## src/rtl/vending_machine_pkg.sv

```systemverilog
// Shared types and constants for the vending machine core: states, datapath
// control word, comparator flags and the item/coin lookup tables.
package vending_pkg;

  localparam int W = 8;

  typedef enum logic [1:0] {IDLE, LOAD, COLLECT, DONE} state_t;
  typedef enum logic [1:0] {BAL_HOLD, BAL_CLR, BAL_ADD} bal_sel_t;

  localparam logic [W-1:0] PRICE_00 = 8'd15;
  localparam logic [W-1:0] PRICE_01 = 8'd20;
  localparam logic [W-1:0] PRICE_10 = 8'd30;
  localparam logic [W-1:0] PRICE_11 = 8'd45;

  localparam logic [W-1:0] COIN_00 = 8'd0;
  localparam logic [W-1:0] COIN_01 = 8'd5;
  localparam logic [W-1:0] COIN_10 = 8'd10;
  localparam logic [W-1:0] COIN_11 = 8'd25;

  typedef struct packed {
    logic     ld_item;
    logic     ld_price;
    logic     ld_coin;
    logic     ld_bal;
    bal_sel_t bal_sel;
  } dp_ctrl_t;

  typedef struct packed {
    logic lt;
    logic gt;
    logic eq;
  } cmp_t;

  function automatic logic [W-1:0] price_of(input logic [1:0] item);
    case (item)
      2'b00:   price_of = PRICE_00;
      2'b01:   price_of = PRICE_01;
      2'b10:   price_of = PRICE_10;
      default: price_of = PRICE_11;
    endcase
  endfunction

  function automatic logic [W-1:0] coin_of(input logic [1:0] coin);
    case (coin)
      2'b00:   coin_of = COIN_00;
      2'b01:   coin_of = COIN_01;
      2'b10:   coin_of = COIN_10;
      default: coin_of = COIN_11;
    endcase
  endfunction

endpackage

```

## src/rtl/vending_machine_if.sv

```systemverilog
// Front-panel / coin-acceptor / dispense bundle. The master side drives the
// requests, the vending core (slave) returns status and money values.
interface vending_machine_if;
  import vending_pkg::*;

  logic         start;
  logic [1:0]   item_sel;
  logic [1:0]   coin_sel;
  logic         done;
  logic [W-1:0] price;
  logic [W-1:0] balance;
  logic [W-1:0] change;

  modport master (output start, item_sel, coin_sel,
                  input  done, price, balance, change);
  modport slave  (input  start, item_sel, coin_sel,
                  output done, price, balance, change);
endinterface

```

## src/rtl/vending_machine_dp.sv

```systemverilog
// Datapath: item/price/coin/balance registers, coin adder and the
// balance-vs-price comparator. All loads are steered by the controller.
module vending_dp
  import vending_pkg::*;
(
  input  logic         clk,
  input  logic         reset,
  input  dp_ctrl_t     ctrl,
  input  logic [1:0]   item_sel,
  input  logic [1:0]   coin_sel,
  output logic [W-1:0] price,
  output logic [W-1:0] balance,
  output cmp_t         cmp
);

  logic [1:0]   item_q;
  logic [W-1:0] coin_q;

  // Coin stage gives the one-cycle coin-to-balance latency; it drains to zero
  // whenever coins are not being accepted so nothing stale is ever added.
  always_ff @(posedge clk) begin
    if (reset) begin
      item_q  <= 2'b00;
      price   <= '0;
      coin_q  <= '0;
      balance <= '0;
    end else begin
      if (ctrl.ld_item)  item_q <= item_sel;
      if (ctrl.ld_price) price  <= price_of(item_q);
      coin_q <= ctrl.ld_coin ? coin_of(coin_sel) : '0;
      if (ctrl.ld_bal) begin
        case (ctrl.bal_sel)
          BAL_CLR: balance <= '0;
          BAL_ADD: balance <= balance + coin_q;
          default: balance <= balance;
        endcase
      end
    end
  end

  assign cmp.lt = (balance <  price);
  assign cmp.gt = (balance >  price);
  assign cmp.eq = (balance == price);

endmodule

```

## src/rtl/vending_machine.sv

```systemverilog
// Vending machine core: controller FSM on top of vending_dp. The item is
// captured on the start-accept edge so LOAD can look its price up from a register.
module vending_machine
  import vending_pkg::*;
(
  input  logic              clk,
  input  logic              reset,
  vending_machine_if.slave  bus
);

  state_t       state, state_nxt;
  dp_ctrl_t     ctrl;
  cmp_t         cmp;
  logic         enough;
  logic [W-1:0] price, balance;

  vending_dp u_dp (
    .clk      (clk),
    .reset    (reset),
    .ctrl     (ctrl),
    .item_sel (bus.item_sel),
    .coin_sel (bus.coin_sel),
    .price    (price),
    .balance  (balance),
    .cmp      (cmp)
  );

  assign enough = (cmp.gt | cmp.eq) & ~cmp.lt;

  always_ff @(posedge clk) begin
    if (reset) state <= IDLE;
    else       state <= state_nxt;
  end

  always_comb begin
    state_nxt = state;
    ctrl      = '0;
    case (state)
      IDLE, DONE: begin
        if (bus.start) begin
          ctrl.ld_item = 1'b1;
          state_nxt    = LOAD;
        end
      end
      LOAD: begin
        ctrl.ld_price = 1'b1;
        ctrl.ld_bal   = 1'b1;
        ctrl.bal_sel  = BAL_CLR;
        state_nxt     = COLLECT;
      end
      COLLECT: begin
        // Once covered, the coin in flight and this cycle's coin are dropped.
        if (enough) begin
          state_nxt = DONE;
        end else begin
          ctrl.ld_coin = 1'b1;
          ctrl.ld_bal  = 1'b1;
          ctrl.bal_sel = BAL_ADD;
        end
      end
      default: state_nxt = IDLE;
    endcase
  end

  assign bus.done    = (state == DONE);
  assign bus.price   = price;
  assign bus.balance = balance;
  assign bus.change  = (state == DONE) ? (balance - price) : '0;

endmodule

```

## src/flat_wrapper.sv

```systemverilog
// flat-port wrapper written by rule: the top's interface ports become plain ports
module vending_machine_flat import vending_pkg::*;
  (clk, reset, bus_start, bus_item_sel, bus_coin_sel, bus_done, bus_price, bus_balance, bus_change);
  vending_machine_if bus_i ();
  input  logic clk;
  input  logic reset;
  input wire logic [$bits(bus_i.start)-1:0] bus_start;
  input wire logic [$bits(bus_i.item_sel)-1:0] bus_item_sel;
  input wire logic [$bits(bus_i.coin_sel)-1:0] bus_coin_sel;
  output wire logic [$bits(bus_i.done)-1:0] bus_done;
  output wire logic [$bits(bus_i.price)-1:0] bus_price;
  output wire logic [$bits(bus_i.balance)-1:0] bus_balance;
  output wire logic [$bits(bus_i.change)-1:0] bus_change;
  assign bus_i.start = bus_start;
  assign bus_i.item_sel = bus_item_sel;
  assign bus_i.coin_sel = bus_coin_sel;
  assign bus_done = bus_i.done;
  assign bus_price = bus_i.price;
  assign bus_balance = bus_i.balance;
  assign bus_change = bus_i.change;
  vending_machine u_core (.clk(clk), .reset(reset), .bus(bus_i));
endmodule
```

## config.mk

```make
export PLATFORM = sky130hd
export DESIGN_NAME = vending_machine_flat
export DESIGN_NICKNAME = d
export VERILOG_FILES = /design/src/rtl/vending_machine_pkg.sv /design/src/rtl/vending_machine_if.sv /design/src/rtl/vending_machine_dp.sv /design/src/rtl/vending_machine.sv /design/src/flat_wrapper.sv
export SDC_FILE = /design/constraint.sdc
export NUM_CORES = 1
export LEC_CHECK = 0
export ABC_AREA = 1
export BUFFER_PORTS_ARGS = -buffer_cell sky130_fd_sc_hd__buf_2
export CAP_MARGIN = 0
export CORE_ASPECT_RATIO = 0.9
export CORE_MARGIN = 5
export CORE_UTILIZATION = 56
export DETAILED_ROUTE_END_ITERATION = 12
export GPL_ROUTABILITY_DRIVEN = 0
export HOLD_SLACK_MARGIN = 0.02
export PLACE_DENSITY = 0.8
export SLEW_MARGIN = 20
export SYNTH_ARGS = -nofsm -noshare
export SYNTH_HDL_FRONTEND = slang
export SYNTH_HIERARCHICAL = 1
export SYNTH_SLANG_ARGS = --single-unit
```

## constraint.sdc

```tcl
create_clock -name clk -period 3 [get_ports clk]
set_input_delay 0.15 -clock clk [delete_from_list [all_inputs] [get_ports clk]]
set_output_delay 0.15 -clock clk [all_outputs]
set_load 0.005 [all_outputs]
```

# Word-level counts from Yosys, hierarchy flattened
# Cells that the tools add are included.
# op_classes
addsub,2
n_lt_le_gt_ge,2
n_eq_ne,12
mux,13
bitwise_logic,4
n_reduce_logical,8
# ops
cell,n
6-bit case mux with 3 select lines,1
8-bit case mux with 2 select lines,1
5-bit case mux with 3 select lines,1
2-bit == test (second input constant),5
8-bit adder,1
2-bit by 1-bit == test with 1-bit output (second input constant),4
8-bit == test,1
8-bit > comparator,1
8-bit < comparator,1
8-bit 2-to-1 mux,1
8-bit subtractor,1
2-bit logical NOT,3
2-bit case mux with 3 select lines,1
3-bit case mux with 2 select lines,1
1-bit 2-to-1 mux,4
2-bit 2-to-1 mux,2
4-bit 2-to-1 mux,1
2-bit AND reduction,2
2-bit OR reduction,2
2-bit by 1-bit != test with 1-bit output (second input constant),1
2-bit != test (second input constant),1
1-bit inverter,2
2-bit nonzero test,1
1-bit AND,1
1-bit OR,1
# totals
ff_bits,28
input_bits,7
output_inout_bits,25
wordCells,46

# Depth between registers and ports, before layout
# depth
word_depth,8
mapped_depth,17
ltp_nobuf,17

# By module
# The synthesis kept the hierarchy.
# modules_own_cells
mod,n_inst,cells_per_inst,area_each_um2,seq_area_each_um2
vending_dp,1,155,1197.4,420.4
vending_machine,1,94,565.5,40.0

# Worst setup path after synthesis
# Ideal clock, no wire load.
# synth_timing
path_kind,register to register
start,register u_core.u_dp.balance[1]
end,register u_core.u_dp.balance[7]
setup_ns,0.115
arrival_ns,2.236
required_time_ns,2.885
path_slack_ns,0.649
path_stages_with_launch,16
path_buffers,0
synth_period_minus_slack_ns,2.351
cell_sequence,dfxtp_1 > ha_1 > a21oi_1 > o21ai_0 > a21oi_1 > nor2_1 > o21bai_1 > nand2_2 > nor2_1 > ha_1 > inv_2 > nand2_4 > nor3b_4 > nand3_1 > nand2_1 > nor2_1
# synth_lines
item,line,source
"start, declared",vending_machine_dp.sv:12,"output logic [W-1:0] balance,"
"start signal, assigned",vending_machine_dp.sv:34,BAL_ADD: balance <= balance + coin_q;
"start signal, assigned",vending_machine_dp.sv:35,default: balance <= balance;

==> results.txt <==
* Number of synthesis warnings: 6
- Gates resized during post-CTS repair numbered 0.
- Summing over every cut layer, the via total after detailed routing is 1592.
* Wire length of the first global-routing pass: 6110 um
- In this run the cell area measured after placement is 1940 um^2.
- Outcome: completed
- Largest fanout on the critical path: 10
- Walking the worst path, the cells encountered are ha_1 -> a21oi_1 -> o21ai_0 -> a21oi_1 -> nor2_1 -> o21bai_1 -> nand2_2 -> nor2_1 -> ha_1 -> inv_2 -> nand2_4 -> nor3b_4 -> nand3_1 -> nand2_1 -> nor2_1.
- At the worst endpoint, the arrival time is about 2.8 ns.
- Clock period minus final worst setup slack: roughly 2.6 ns
* Detailed-placement wirelength estimate: 2840 um
* Post-synthesis cell type count: 30
* Mean post-synth cell area: between 7 and 8 um^2
- In this run, synthesis produced a sequential element count of 23.
- The min-delay analysis places its worst path in the category primary input to flop.
* MaxCap Viol Count: 0
- Total power of the final layout: 1.33 mW
- After floorplanning, the core was sized to cover a little over 3000 um^2.
* Post-synthesis sequential area ratio: a little over a quarter
* Startpoint kind of the worst setup timing path: flop
* NumNets Final: 320
- Type of the worst setup path: flop to flop
- Post-route clock period utilization: a little under nine tenths
* Achievable frequency: slightly below 400 MHz
- Hold buffers post-CTS: 2
- CTS built an H-tree with a depth of 1.
- Delay of the slowest cell on the worst path: between 0.5 and 0.6 ns
- Final setup violation count: 0
- Share of post-route cells with drive strength above 1: 16.0%
- Worst clock skew on the final layout: between 0.003 and 0.004 ns
- Number of antenna violations at the first check in global routing: 0
- From left edge to right edge, the die measures approximately 69 um.
* Drt pass-1 iters: 4
* Clock-pin slew on the worst setup and hold paths: about 0.13 ns
- Final number of max-transition violations: 0
- TritonCTS created 3 clock buffers.
* Max Root-Sink Buffers: 2
- Summed over all failing endpoints, the final setup total negative slack is 0 ns.
- CTS saw 23 sinks.
- Leaving out fill and tap cells, the most frequent cell in the layout is sky130_fd_sc_hd__nand2_1.
* Non-filler instance count after layout: 324
- Using the TritonRoute via totals, the vias-per-cell ratio works out to around 4.9.
- After detailed routing, the average wire length per cell comes to about 11 um.
- At the end of the flow the core is filled with cells to 65.4%.
- In the global route stage, overall resource usage came out at roughly 17%.
- Top-Level Pins: 32
* Static leakage power: roughly 1.1 nW
- TritonCTS clock tree: done
* Grt total ovfl: 0
* Ant diodes: 0
- Latest clock arrival within the worst-skew pair: between 0.3 and 0.4 ns
* Buffers on Ports: 29
* Worst hold slack: 0.112 ns
- The floorplan has 19 rows.
* Post-Place Cells: approximately 320
* DRT antenna net count: 0
- Number of standard cells after synthesis: between 200 and 250
* Minimum setup slack after placement: between 0.4 and 0.5 ns
* Cell area after layout: 1990 um^2
* Maximum number of pins on one net before global-route repair: 13
* Hold Fails Final Rpt: 0
- CTS placed an instance of sky130_fd_sc_hd__clkbuf_4 at the clock tree root.
- Post-Synthesis Cell Area: 1760 um^2
- Initial Utilization: between 50 and 60%
* Power Density: around 670 nW/um^2
- Slowest cell on crit path: sky130_fd_sc_hd__dfxtp_1
- DRC marker count from the first detailed-route iteration: 60
- The final layout contains routed wiring with a total length of approximately 3500 um.
- STA classifies the critical path endpoint as a flop.
- Commonest cells after routing, fill and taps aside: sky130_fd_sc_hd__nand2_1, sky130_fd_sc_hd__inv_1, sky130_fd_sc_hd__buf_2
- Layout-stage area growth over the synthesis result: 12.9%
- The worst-case IR drop observed on VDD is between 0.4 and 0.5 mV.
* Worst endpoint required time: around 3.2 ns
- After detailed routing, the number of remaining DRC violations is 0.
- The floorplan step defined a die boundary enclosing roughly 4400 um^2.
- Cell type with the highest occurrence count on the critical path: sky130_fd_sc_hd__nor2_1
* Post-CTS Setup Inserts: 0
- Fin worst setup slack: roughly 0.43 ns
- Unrepaired setup endpoints after global routing: no
* Die Y: about 63 um
- Via count of the first global-routing pass: between 1000 and 1500
[kinds of logic after synthesis]
| group | share of synthesized area (%) |
|---|---|
| buffers and inverters | 12.2 |
| AND/OR/NAND/NOR | 26.3 |
| XOR/XNOR | 1.49 |
| other | 0.213 |
| adder cells (fa/ha/maj) | 22.1 |
| flip-flops | 26.1 |
| AO/OA/AOI/OAI | 11.5 |
[worst max-delay path, delay by kind of cell, from the launching register on]
kind	cells	cell delay [ns]
adder cells (fa/ha/maj)	2	0.55
AO/OA/AOI/OAI	4	0.52
buffers and inverters	1	0.07
flip-flops	1	0.53
AND/OR/NAND/NOR	8	0.79
[state kept, by name, summed over array words and instances (netlist names)]
| register | count |
|---|---|
| u_core/u_dp/item_q | 2 |
| u_core/state | 2 |
| u_core/u_dp/balance | 8 |
| u_core/u_dp/coin_q | 5 |
| u_core/u_dp/price | 6 |
[routing by layer]
layer / routed length (um) / vias to the layer above / share of wire, % / track usage (%)
met5: 0 / - / 0 / 0
met4: 43 / 0 / 1.2 / 5.85
met3: 171 / 6 / 4.9 / 3.66
met2: 1650 / 41 / 47 / 29.9
met1: 1640 / 698 / 47 / 19.9
li1: - / 847 / - / -
[synth_stat cells]
cell / instances / area share, %
sky130_fd_sc_hd__a21oi_1: 28 / 7.9
sky130_fd_sc_hd__or2_1: 1 / 0.36
sky130_fd_sc_hd__o21bai_1: 1 / 0.43
sky130_fd_sc_hd__nand4_1: 1 / 0.36
sky130_fd_sc_hd__conb_1: 1 / 0.21
sky130_fd_sc_hd__dfxtp_1: 23 / 26
sky130_fd_sc_hd__and2_4: 1 / 0.50
sky130_fd_sc_hd__nand3_2: 1 / 0.57
sky130_fd_sc_hd__inv_2: 4 / 0.85
sky130_fd_sc_hd__o21ai_1: 1 / 0.28
sky130_fd_sc_hd__nor2_1: 19 / 4.0
sky130_fd_sc_hd__buf_2: 1 / 0.28
sky130_fd_sc_hd__xnor2_1: 1 / 0.50
sky130_fd_sc_hd__nor3_2: 1 / 0.57
sky130_fd_sc_hd__or2_4: 1 / 0.50
sky130_fd_sc_hd__buf_4: 2 / 0.85
sky130_fd_sc_hd__nand3b_1: 4 / 1.7
sky130_fd_sc_hd__nand2_4: 1 / 0.64
sky130_fd_sc_hd__ha_1: 28 / 20
sky130_fd_sc_hd__nand3_1: 11 / 3.1
sky130_fd_sc_hd__inv_1: 48 / 10
sky130_fd_sc_hd__nor3b_4: 1 / 1.1
sky130_fd_sc_hd__o21ai_0: 7 / 2.0
sky130_fd_sc_hd__nand2_2: 2 / 0.71
sky130_fd_sc_hd__xor2_1: 2 / 0.99
sky130_fd_sc_hd__fa_1: 2 / 2.3
sky130_fd_sc_hd__nor3_1: 4 / 1.1
sky130_fd_sc_hd__nand2_1: 49 / 10
sky130_fd_sc_hd__a211oi_1: 2 / 0.85
sky130_fd_sc_hd__nor2_4: 1 / 0.64
[final timing paths]
kind                          start                     end  slack, ns  cells past startpoint
max          u_core/u_dp/balance[1]  u_core/u_dp/balance[7]       0.43                     15
min                 bus_item_sel[1]   u_core/u_dp/item_q[1]       0.11                      3
max reg2reg  u_core/u_dp/balance[1]  u_core/u_dp/balance[7]       0.43                     15
min reg2reg    u_core/u_dp/price[5]    u_core/u_dp/price[5]       0.51                      2
[power by group]
part	switching (mW)	internal (mW)
combinational	0.448	0.317
sequential	0.0544	0.367
clock	0.0923	0.0519
[layout make-up]
| class | instances | area (um^2) |
|---|---|---|
| clock buffers | 4 | 26.3 |
| flip-flops and latches | 23 | 460 |
| fillers | 306 | 1050 |
| well taps | 42 | 52.6 |
| multi-input cells | 172 | 1090 |
| inverters | 52 | 195 |
| repair buffers | 31 | 165 |
No activity file was read; power rests on OpenSTA's default activity.
